### src/rtl/algofoogle_product_host.sv
// Host-side driver for the nibble-serial 16x16 multiplier tile.
// Resets the tile, streams eight operand nibbles MS-first, collects four
// result bytes MS-first and presents the 32-bit product with a done pulse.
// Optional self-check: define PRODUCT_HOST_CHECK_EN to build a local
// multiplier and drive a sticky mismatch flag; otherwise mismatch is 0.
module algofoogle_product_host #(
    parameter int unsigned RX_DELAY = 0
) (
    input  logic        clk,
    input  logic        reset,
    input  logic        start,
    input  logic [15:0] a,
    input  logic [15:0] b,
    input  logic [7:0]  byte_in,
    output logic [3:0]  nibble_out,
    output logic        dut_reset,
    output logic        busy,
    output logic        done,
    output logic [31:0] result,
    output logic        mismatch
);

    localparam logic [2:0] StIdle = 3'd0;
    localparam logic [2:0] StRst  = 3'd1;
    localparam logic [2:0] StLoad = 3'd2;
    localparam logic [2:0] StWait = 3'd3;
    localparam logic [2:0] StRead = 3'd4;

    logic [2:0]  state_q, state_d;
    logic [2:0]  cnt_q, cnt_d;
    logic [31:0] ops_q, ops_d;
    logic [23:0] sr_q, sr_d;
    logic [31:0] result_q, result_d;
    logic        done_q, done_d;
    logic        dut_reset_q, dut_reset_d;

    logic        accept;
    logic        final_capture;
    logic [31:0] assembled;

    assign accept        = (state_q == StIdle) && start;
    assign final_capture = (state_q == StRead) && (cnt_q == 3'd3);
    assign assembled     = {sr_q, byte_in};

    // Next-state logic for the transaction sequencer and its datapath
    always_comb begin
        state_d  = state_q;
        cnt_d    = cnt_q;
        ops_d    = ops_q;
        sr_d     = sr_q;
        result_d = result_q;
        done_d   = 1'b0;
        case (state_q)
            StIdle: begin
                if (start) begin
                    ops_d   = {a, b};
                    state_d = StRst;
                end
            end
            StRst: begin
                cnt_d   = 3'd0;
                state_d = StLoad;
            end
            StLoad: begin
                ops_d = {ops_q[27:0], 4'h0};
                cnt_d = cnt_q + 3'd1;
                if (cnt_q == 3'd7) begin
                    cnt_d   = 3'd0;
                    state_d = StWait;
                end
            end
            StWait: begin
                // One compute cycle plus the return-path pipeline depth
                cnt_d = cnt_q + 3'd1;
                if (cnt_q == 3'(RX_DELAY)) begin
                    cnt_d   = 3'd0;
                    state_d = StRead;
                end
            end
            StRead: begin
                sr_d  = {sr_q[15:0], byte_in};
                cnt_d = cnt_q + 3'd1;
                if (final_capture) begin
                    result_d = assembled;
                    done_d   = 1'b1;
                    cnt_d    = 3'd0;
                    state_d  = StIdle;
                end
            end
            default: begin
                state_d = StIdle;
                cnt_d   = 3'd0;
            end
        endcase
        // Tile is held in reset whenever no transaction is streaming
        dut_reset_d = (state_d == StIdle) || (state_d == StRst);
    end

    // State and datapath registers
    always_ff @(posedge clk or posedge reset) begin
        if (reset) begin
            state_q     <= StIdle;
            cnt_q       <= 3'd0;
            ops_q       <= 32'd0;
            sr_q        <= 24'd0;
            result_q    <= 32'd0;
            done_q      <= 1'b0;
            dut_reset_q <= 1'b1;
        end else begin
            state_q     <= state_d;
            cnt_q       <= cnt_d;
            ops_q       <= ops_d;
            sr_q        <= sr_d;
            result_q    <= result_d;
            done_q      <= done_d;
            dut_reset_q <= dut_reset_d;
        end
    end

    assign nibble_out = (state_q == StLoad) ? ops_q[31:28] : 4'h0;
    assign dut_reset  = dut_reset_q;
    assign busy       = (state_q != StIdle);
    assign done       = done_q;
    assign result     = result_q;

`ifdef PRODUCT_HOST_CHECK_EN
    logic [31:0] opnd_q;
    logic [31:0] local_prod;
    logic        mismatch_q, mismatch_d;

    assign local_prod = 32'(opnd_q[31:16]) * 32'(opnd_q[15:0]);

    // Sticky flag, updated alongside the result load
    always_comb begin
        mismatch_d = mismatch_q;
        if (final_capture) begin
            mismatch_d = mismatch_q | (assembled != local_prod);
        end
    end

    // Operand copy survives the nibble shift so the local product stays valid
    always_ff @(posedge clk or posedge reset) begin
        if (reset) begin
            opnd_q     <= 32'd0;
            mismatch_q <= 1'b0;
        end else begin
            if (accept) begin
                opnd_q <= {a, b};
            end
            mismatch_q <= mismatch_d;
        end
    end

    assign mismatch = mismatch_q;
`else
    logic unused_accept;
    assign unused_accept = accept;
    assign mismatch      = 1'b0;
`endif

endmodule
### config.mk
export PLATFORM = sky130hd
export DESIGN_NAME = algofoogle_product_host
export DESIGN_NICKNAME = d
export VERILOG_FILES = /design/src/rtl/algofoogle_product_host.sv
export SDC_FILE = /design/constraint.sdc
export NUM_CORES = 1
export LEC_CHECK = 0
export BUFFER_PORTS_ARGS = -buffer_cell sky130_fd_sc_hd__buf_2
export CAP_MARGIN = 40
export CORE_ASPECT_RATIO = 2
export CORE_UTILIZATION = 49
export CTS_CLUSTER_SIZE = 14
export DETAILED_ROUTE_END_ITERATION = 12
export PLACE_DENSITY_LB_ADDON = 0.05
export SYNTH_ARGS = -nofsm -noshare
export SYNTH_HDL_FRONTEND = slang
export SYNTH_SLANG_ARGS = --single-unit
### constraint.sdc
create_clock -name clk -period 3 [get_ports clk]
set_input_delay 0.6 -clock clk [delete_from_list [all_inputs] [get_ports clk]]
set_output_delay 0.6 -clock clk [all_outputs]
set_load 0.005 [all_outputs]
==> summary.md, run 1 <==
| Metric | Value |
|---|---|
| Power Density | `994.8 nW/um^2` |
| Placed insts | `490` |
| Num CTS Buffers | `9` |
| Final WL | `7818 microns` |
| Slew Viols, Final | `0` |
| Unique masters post-synth | `33` |
| Die height | `130.2 microns` |
| RSZ-0062 raised after global routing | `no` |
| Area delta synth->final | `20.22%` |
| Outcome | `complete, no violations` |
| Max_slew headroom | `59.23%` |
| Reg2reg end | `result[4]` |
| Seq. cell area | `2404 sq um` |
| Leading area contributor after synthesis | `dfrtp_1` |
| Setup TNS | `0 ps` |
| Share of cells above drive strength 1 | `34.63%` |
| Actual slew at the worst max-slew pin | `611.6 ps` |
| Critical path class | `register to primary output` |
| Syn_nets | `374` |
| IR drop worst, VDD | `591.2 uV` |
| Core ar. | `7943 sq um` |
| Worst setup margin | `733.6 ps` |
| Count leader, synth | `dfrtp_1` |
| Port bufs | `81` |
| Req. time, crit path | `2400 ps` |
| DP Wirelength | `5527 microns` |
| Hold WS | `221.6 ps` |
| R2R Path Start | `state_q[2]` |
| CTS H-tree lvls | `3` |
| Worst-path fanout max | `12` |
| Hold Crit Class | `input pin to asynchronous set/reset pin` |
| Largest cells by area after synthesis | `dfrtp_1 59%, mux2_1 8.1%, o221a_2 7.8%, nand2_1 6.8%, nand2b_1 4.8%` |
| Post-synthesis sequential area ratio | `59.66%` |
| Yosys top cell area share | `59.01%` |
| Vias in the first global route | `2669` |
| Final setup vio count | `0` |
| CP endpoint kind | `primary output` |
| Initial drt markers | `189` |
| DRC | `0` |
| Post-synthesis cell count | `327` |
| Clk_lat worst skew | `350 ps` |
| DRT Pass-1 Iters | `4` |
| Clock-pin slew on the worst setup and hold paths | `70 ps` |
| # resized after CTS | `0` |
| Setup slack at placement | `850.4 ps` |
| Total of max-cap violations | `0` |
| Wire per inst | `15.45 microns` |
| Vias per cell | `5.259` |
| Congestion Overflow GR | `0` |
| Global-route wire length before repair | `12670 microns` |
| Antenna diodes | `0` |
| Post-CTS setup buffer count | `0` |
| Worst Path Arrival | `1670 ps` |
| Seq cells post-synth | `96` |
| Initial antenna violation count | `0` |
| CTS tree | `done` |
| Root buf cell | `clkbuf_16` |
| # rows | `46` |
| Post-synth EDFFs | `0` |
| Post-Layout Cell Count | `506` |
| Crit start category | `register` |
| Hold Vio Cnt, Final | `0` |
| Leakage | `2.471 nW` |
| Fin nets | `452` |
| Fmax | `0.4412 GHz` |
| Worst R2R Path Depth | `5` |
| Setup Skew | `6.525 ps` |
| Initial core utilization | `50.72%` |
| Fillers | `650` |
| Fin crit period | `2266 ps` |
| Gpl congestion | `0.8238` |
| Clock buffer depth | `2` |
| Multi-input logic area | `1458 sq um` |
| Mapped Area | `4029 sq um` |
| Cell Area, Placed | `4522 sq um` |
| Die width | `66.12 microns` |
| Clk sinks | `96` |
| Post-synth top cells | `95 x dfrtp_1, 73 x nand2_1, 31 x nand2b_1` |
| Top FF cell, synth | `dfrtp_1` |
| Synth Warn # | `0` |
| Fin area | `4843 sq um` |
| Worst R2R Setup Slack | `840 ps` |
| Synth async-reset ratio | `100.0%` |
| Total Routing Usage GR | `19.97%` |
| CTS Hold Bufs | `0` |
| Avg Cell Area, Syn | `12.32 sq um` |
| I/O Pins | `83` |
| Via count | `2661` |
| Fin crit share | `75.55%` |
| DIE AREA | `8610 sq um` |
| Antenna-violating nets left | `0` |
| Largest net degree at the start of global routing | `34` |
## area by class of cell
class                      count  share of cell area (%)
clock inverter                 7                   1.989
sequential                    96                   49.63
inverter                       6                  0.5425
tap                           96                   2.480
clock buffer                   9                   4.650
timing repair buffer          89                   10.62
multi-input combinational    203                   30.10
## worst max-delay path by stage
stage                from       endpoint  slack (ps)  cells past startpoint
3_5_place_dp   state_q[2]      result[4]         850                      5
2_1_floorplan       reset       cnt_q[0]        1270                      1
6_report       state_q[1]  nibble_out[1]         730                      3
5_1_grt        state_q[1]  nibble_out[3]         600                      3
3_3_place_gp   state_q[2]      result[4]         880                      5
4_1_cts        state_q[1]  nibble_out[1]         710                      3
## layout by cell type, fill, tap and decap left out, types with 2 or more instances in the layout
cell,n
buf_12,3
mux2_1,29
o221a_2,28
dfrtp_1,95
clkbuf_16,9
a21oi_1,2
and2_1,5
ha_1,4
buf_4,3
buf_2,81
nand2b_1,31
o32ai_1,3
a211oi_1,2
inv_1,5
nor2b_1,2
mux2_2,3
nor2_1,5
bufinv_16,2
clkinvlp_4,4
a22o_1,4
nand2_1,73
## flip-flops by register name, summed over array words and instances (netlist names)
register   count
ops_q         32
result        32
sr_q          24
cnt_q          3
state_q        3
done           1
dut_reset      1
## where the power goes
group          leakage, nW  total, W  switching [W]  internal, W
clock network        0.148   0.00123       0.000495     0.000730
registers             1.20   0.00215       0.000359      0.00179
logic                 1.12   0.00144       0.000668     0.000772
total                 2.47   0.00482        0.00152      0.00330
## cells by family after synthesis
logic type,synth area share (%)
compound gates,10.50
fa+ha+maj,1.242
buf+inv,4.161
flops,59.66
mux,8.944
other cells,0.09308
simple gates,15.40
## routing by layer
metal  share of wire [%]  GRT usage (%)
met5                   0              0
met3                 2.8          1.836
met2                  53          33.97
met4                 3.6          13.64
met1                  40          23.24
## critical path, stage by stage (launching register included)
cell and delay, ps:
dfrtp_1 600, nor3b_2 390, and2_1 210, buf_2 120
## per-stage QoR
step | total power [W] | utilization [%]
after floorplan | 0.003180 | -
after global placement | 0.003510 | 56.35
after detailed placement | 0.003641 | 56.93
after CTS | 0.004868 | 60.98
after global routing | 0.005131 | 60.98
final | 0.004818 | 60.98
(Power assumes the default switching activity.)
==> run 2, diff against run 1 <==
clock period = 1.97 ns   (was 3 ns; I/O delays follow)
==> summary.md, run 2 (same netlist as run 1, synthesis figures left out) <==
| Metric | Value |
|---|---|
| Fmax | `0.5313 GHz` |
| Internal | `0.004822 W` |
| Actual slew at the worst max-slew pin | `594.1 ps` |
| Antenna diodes | `0` |
| Root buf cell | `clkbuf_16` |
| Initial core utilization | `50.72%` |
| IR drop worst, VDD | `965.8 uV` |
| DRT Pass-1 Iters | `4` |
| Clock-pin slew on the worst setup and hold paths | `60 ps` |
| Comb pwr share | `31.5%` |
| Global-route wire length before repair | `12950 microns` |
| Crit path to | `nibble_out[0]` |
| Final WL | `7756 microns` |
| Clk sinks | `96` |
| Most frequent cells in the layout | `92 x dfrtp_1, 81 x buf_2, 73 x nand2_1` |
| Worst Setup SP | `state_q[0]` |
| CTS H-tree lvls | `3` |
| Critical path class | `register to primary output` |
| Core ar. | `7943 sq um` |
| Crit start category | `register` |
| Via count | `2705` |
| CTS tree | `done` |
| Most common library cell in the layout ignoring fill and taps | `dfrtp_1` |
| Port bufs | `81` |
| Largest net degree at the start of global routing | `34` |
| Hold Vio Cnt, Final | `0` |
| Outcome | `complete, no violations` |
| Hold Crit Class | `input pin to asynchronous set/reset pin` |
| Antenna-violating nets left | `0` |
| Area delta synth->final | `20.28%` |
| Clk_lat worst skew | `340 ps` |
| CTS Hold Bufs | `0` |
| DP Wirelength | `5467 microns` |
| Max_slew headroom | `60.31%` |
| Initial antenna violation count | `0` |
| Setup slack at placement | `157.4 ps` |
| Fin crit share | `95.53%` |
| Slew Viols, Final | `0` |
| Worst Path Arrival | `1490 ps` |
| Total of max-cap violations | `0` |
| Num CTS Buffers | `9` |
| R2R Path Start | `state_q[0]` |
| Share of cells above drive strength 1 | `36.30%` |
| Part of the power in registers | `45.7%` |
| Gpl congestion | `0.7667` |
| Clock buffer depth | `2` |
| Initial drt markers | `234` |
| Vias in the first global route | `2710` |
| Fin crit period | `1882 ps` |
| Wire per inst | `15.15 microns` |
| Vias per cell | `5.283` |
| DIE AREA | `8610 sq um` |
| Fin nets | `458` |
| Hold WS | `123.0 ps` |
| Die width | `66.12 microns` |
| Req. time, crit path | `1580 ps` |
| Final setup vio count | `0` |
| Die height | `130.2 microns` |
| # rows | `46` |
| Worst R2R Path Depth | `6` |
| Worst-path fanout max | `11` |
| P_sw | `0.002325 W` |
| Sw frac | `32.54%` |
| Congestion Overflow GR | `0` |
| Reg2reg end | `ops_q[19]` |
| I/O Pins | `83` |
| Leakage | `2.482 nW` |
| Total Routing Usage GR | `20.07%` |
| Clock Power Share | `22.8%` |
| Worst R2R Setup Slack | `200 ps` |
| Power Density | `1475 nW/um^2` |
| Setup Skew | `10.83 ps` |
| DRC | `0` |
| CP endpoint kind | `primary output` |
| Worst setup margin | `87.99 ps` |
[run 2: how the worst min path moves through the flow]
stage | endpoint | slack (ps) | depth (start not counted)
3_3_place_gp | sr_q[23] | 460 | 2
6_report | ops_q[1] | 120 | 2
4_1_cts | result[5] | 140 | 2
5_1_grt | result[5] | 160 | 2
2_1_floorplan | sr_q[16] | 440 | 2
3_5_place_dp | sr_q[22] | 470 | 2
[run 2: worst max-delay path: stages, from the launching register on]
cell	delay [ps]
dfrtp_2	510
nor3b_4	330
and2_1	200
buf_2	120
[run 2: area by class of cell]
| type | instances | area, sq um |
|---|---|---|
| fillers | 690 | 3097 |
| flip-flops and latches | 96 | 2407 |
| multi-input cells | 203 | 1464 |
| repair buffers | 95 | 548.0 |
| clock buffers | 9 | 225.2 |
| well taps | 96 | 120.1 |
| clock inverters | 7 | 55.05 |
| inverters | 6 | 26.28 |
[run 2: routing by layer]
layer  vias up  share of wire, %  routed length, microns  GRT usage, %
li1       1292                 -                       -             -
met1      1306                40                    3123         23.33
met2        91                52                    4066         34.51
met3        16               4.0                     313         3.497
met4         0               3.2                     252         10.64
met5         -                 0                       0             0
[run 2: power by group through the flow]
stage / registers, W / logic [W] / clock network (W)
after global routing: 0.00336 / 0.00256 / 0.00175
after floorplan: 0.00310 / 0.00174 / 0
after detailed placement: 0.00331 / 0.00219 / 0
after global placement: 0.00329 / 0.00210 / 0
final: 0.00327 / 0.00225 / 0.00163
after CTS: 0.00330 / 0.00222 / 0.00168
[run 2: per-stage QoR]
stage | setup TNS, ps | util, % | power [W] | cell area, sq um | cells
6_report | 0 | 61.01 | 0.007147 | 4846 | 512
5_1_grt | -0.7090 | 61.01 | 0.007670 | 4846 | 512
4_1_cts | 0 | 60.71 | 0.007195 | 4822 | 509
3_5_place_dp | 0 | 56.98 | 0.005506 | 4526 | 492
3_3_place_gp | 0 | 56.98 | 0.005389 | 4526 | 492
2_1_floorplan | 0 | - | 0.004843 | 4033 | 327
[run 2: timing repair]
action                                  CTS  global route
buffers inserted                          1             3
endpoints found under the setup margin    4             3
resized for setup                         3             1
pin swaps                                 1             1
==> run 3, diff against run 2 <==
CORE_UTILIZATION = 54   (was 49)
clock period = 1.75 ns   (was 1.97 ns; I/O delays follow)
==> summary.md, run 3 (same netlist as run 1, synthesis figures left out) <==
| Metric | Value |
|---|---|
| DRC | `0` |
| DRT Pass-1 Iters | `4` |
| Total of max-cap violations | `0` |
| Worst Path Buf+Inv | `2` |
| Cell Area, Placed | `4548 sq um` |
| Req. time, crit path | `1400 ps` |
| Final WL | `8107 microns` |
| Reg2reg end | `result[30]` |
| Fmax | `0.5672 GHz` |
| DIE AREA | `7831 sq um` |
| CTS H-tree lvls | `3` |
| Failing checks | `negative setup slack` |
| Top cell by count, worst path | `buf_6` |
| # rows | `44` |
| Clock-pin slew on the worst setup and hold paths | `60 ps` |
| Final setup vio count | `1` |
| I/O Pins | `83` |
| Worst Path Arrival | `1410 ps` |
| Wire per inst | `15.65 microns` |
| Port bufs | `81` |
| Antenna diodes | `0` |
| Root buf cell | `clkbuf_16` |
| Critical path class | `register to primary output` |
| Fillers | `556` |
| Total Routing Usage GR | `21.21%` |
| Die height | `124.2 microns` |
| CP Cell Sequence | `buf_6 -> or3_4 -> buf_6` |
| Most frequent cells in the layout | `93 x dfrtp_1, 76 x buf_2, 73 x nand2_1` |
| Fin nets | `468` |
| Antenna-violating nets left | `0` |
| Worst setup margin | `-12.90 ps` |
| Core ar. | `7212 sq um` |
| Worst stage delay on the critical path | `430 ps` |
| Clk sinks | `96` |
| Fin crit period | `1763 ps` |
| Crit start category | `register` |
| Vias in the first global route | `2775` |
| Worst R2R Setup Slack | `50 ps` |
| Largest net degree at the start of global routing | `97` |
| Power Density | `1700 nW/um^2` |
| CTS tree | `done` |
| Clock buffer depth | `2` |
| CTS Hold Bufs | `0` |
| Die width | `63.08 microns` |
| CP endpoint kind | `primary output` |
| Fin area | `5066 sq um` |
| Initial drt markers | `182` |
| Total power | `0.008610 W` |
| Post-Layout Cell Count | `518` |
| DP Wirelength | `4946 microns` |
| Placed insts | `490` |
| Initial antenna violation count | `0` |
| Worst-path fanout max | `3` |
| Clk_lat worst skew | `340 ps` |
| Leakage | `2.576 nW` |
| Outcome | `complete, but fails checks` |
| Area delta synth->final | `25.75%` |
| CP max stage cell | `dfrtp_2` |
| Vias per cell | `5.413` |
| Gpl congestion | `0.7351` |
| Via count | `2804` |
| Setup slack at placement | `51.06 ps` |
| Share of cells above drive strength 1 | `39.44%` |
| Hold Crit Class | `input pin to asynchronous set/reset pin` |
| Setup Skew | `5.601 ps` |
| Initial core utilization | `55.86%` |
| Actual slew at the worst max-slew pin | `507.7 ps` |
| Max_slew headroom | `66.16%` |
| Num CTS Buffers | `9` |
| Slew Viols, Final | `0` |
| Congestion Overflow GR | `0` |
| IR drop worst, VDD | `1165 uV` |
| Most common library cell in the layout ignoring fill and taps | `dfrtp_1` |
| Fin crit share | `100.7%` |
| R2R Path Start | `cnt_q[0]` |
| Top delay family on crit path | `flip-flops` |
| Worst R2R Path Depth | `5` |
| Hold Vio Cnt, Final | `0` |
| RSZ-0062 raised after global routing | `yes` |
| Global-route wire length before repair | `12700 microns` |
[run 3: changes by cell type in the layout (fill, tap and decap cells not counted), moves of 2 or more]
cell	delta
buf_6	+10
clkbuf_8	+2
and2_4	+4
clkbuf_16	+3
inv_6	-2
buf_2	-5
and2_1	-5
[run 3: how the worst max path moves through the flow]
stage	to	from	cells past startpoint
final	busy	state_q[0]	3
after global routing	nibble_out[1]	state_q[0]	4
after CTS	busy	state_q[0]	3
after detailed placement	nibble_out[1]	state_q[1]	4
after global placement	nibble_out[1]	state_q[1]	4
after floorplan	result[0]	state_q[1]	6
[run 3: where the power goes]
part / internal [W] / switching (W)
registers: 0.00308 / 0.000542
clock network: 0.00104 / 0.000827
logic: 0.00177 / 0.00135
total: 0.00589 / 0.00272
[run 3: area by class of cell]
cell class,instances,area (sq um),share of cell area [%]
inverters,6,26.28,0.5186
clock inverters,4,28.78,0.5680
clock buffers,12,256.5,5.063
multi-input cells,203,1495,29.51
repair buffers,105,738.2,14.57
flip-flops and latches,96,2406,47.49
well taps,92,115.1,2.272
[run 3: routing by layer]
layer / vias up / GRT usage [%] / share of wire [%]
met2: 66 / 36.63 / 55
met4: 0 / 12.79 / 2.6
met3: 17 / 3.022 / 2.9
met1: 1405 / 24.74 / 40
met5: - / 0 / 0
li1: 1316 / - / -
[run 3: worst register-to-register path: stages (launching register included)]
cell and delay (ps):
dfrtp_1 400, ha_1 230, ha_2 210, and2_2 220, clkbuf_16 200, mux2_1 320
[run 3: what timing repair did]
item / in CTS / in global routing
setup buffers: 6 / 3
cloned: 0 / 3
endpoints found under the setup margin: 5 / 88
resized for setup: 9 / 14
pin swaps: 2 / 4
[run 3: stage by stage]
stage | util (%) | TNS, ps | hold WS [ps]
after floorplan | - | 0 | 441.8
after global placement | 63.06 | 0 | 453.5
after detailed placement | 63.06 | 0 | 459.4
after CTS | 68.11 | -24.81 | 170.7
after global routing | 70.25 | -172.5 | 191.1
final | 70.25 | -12.90 | 131.1
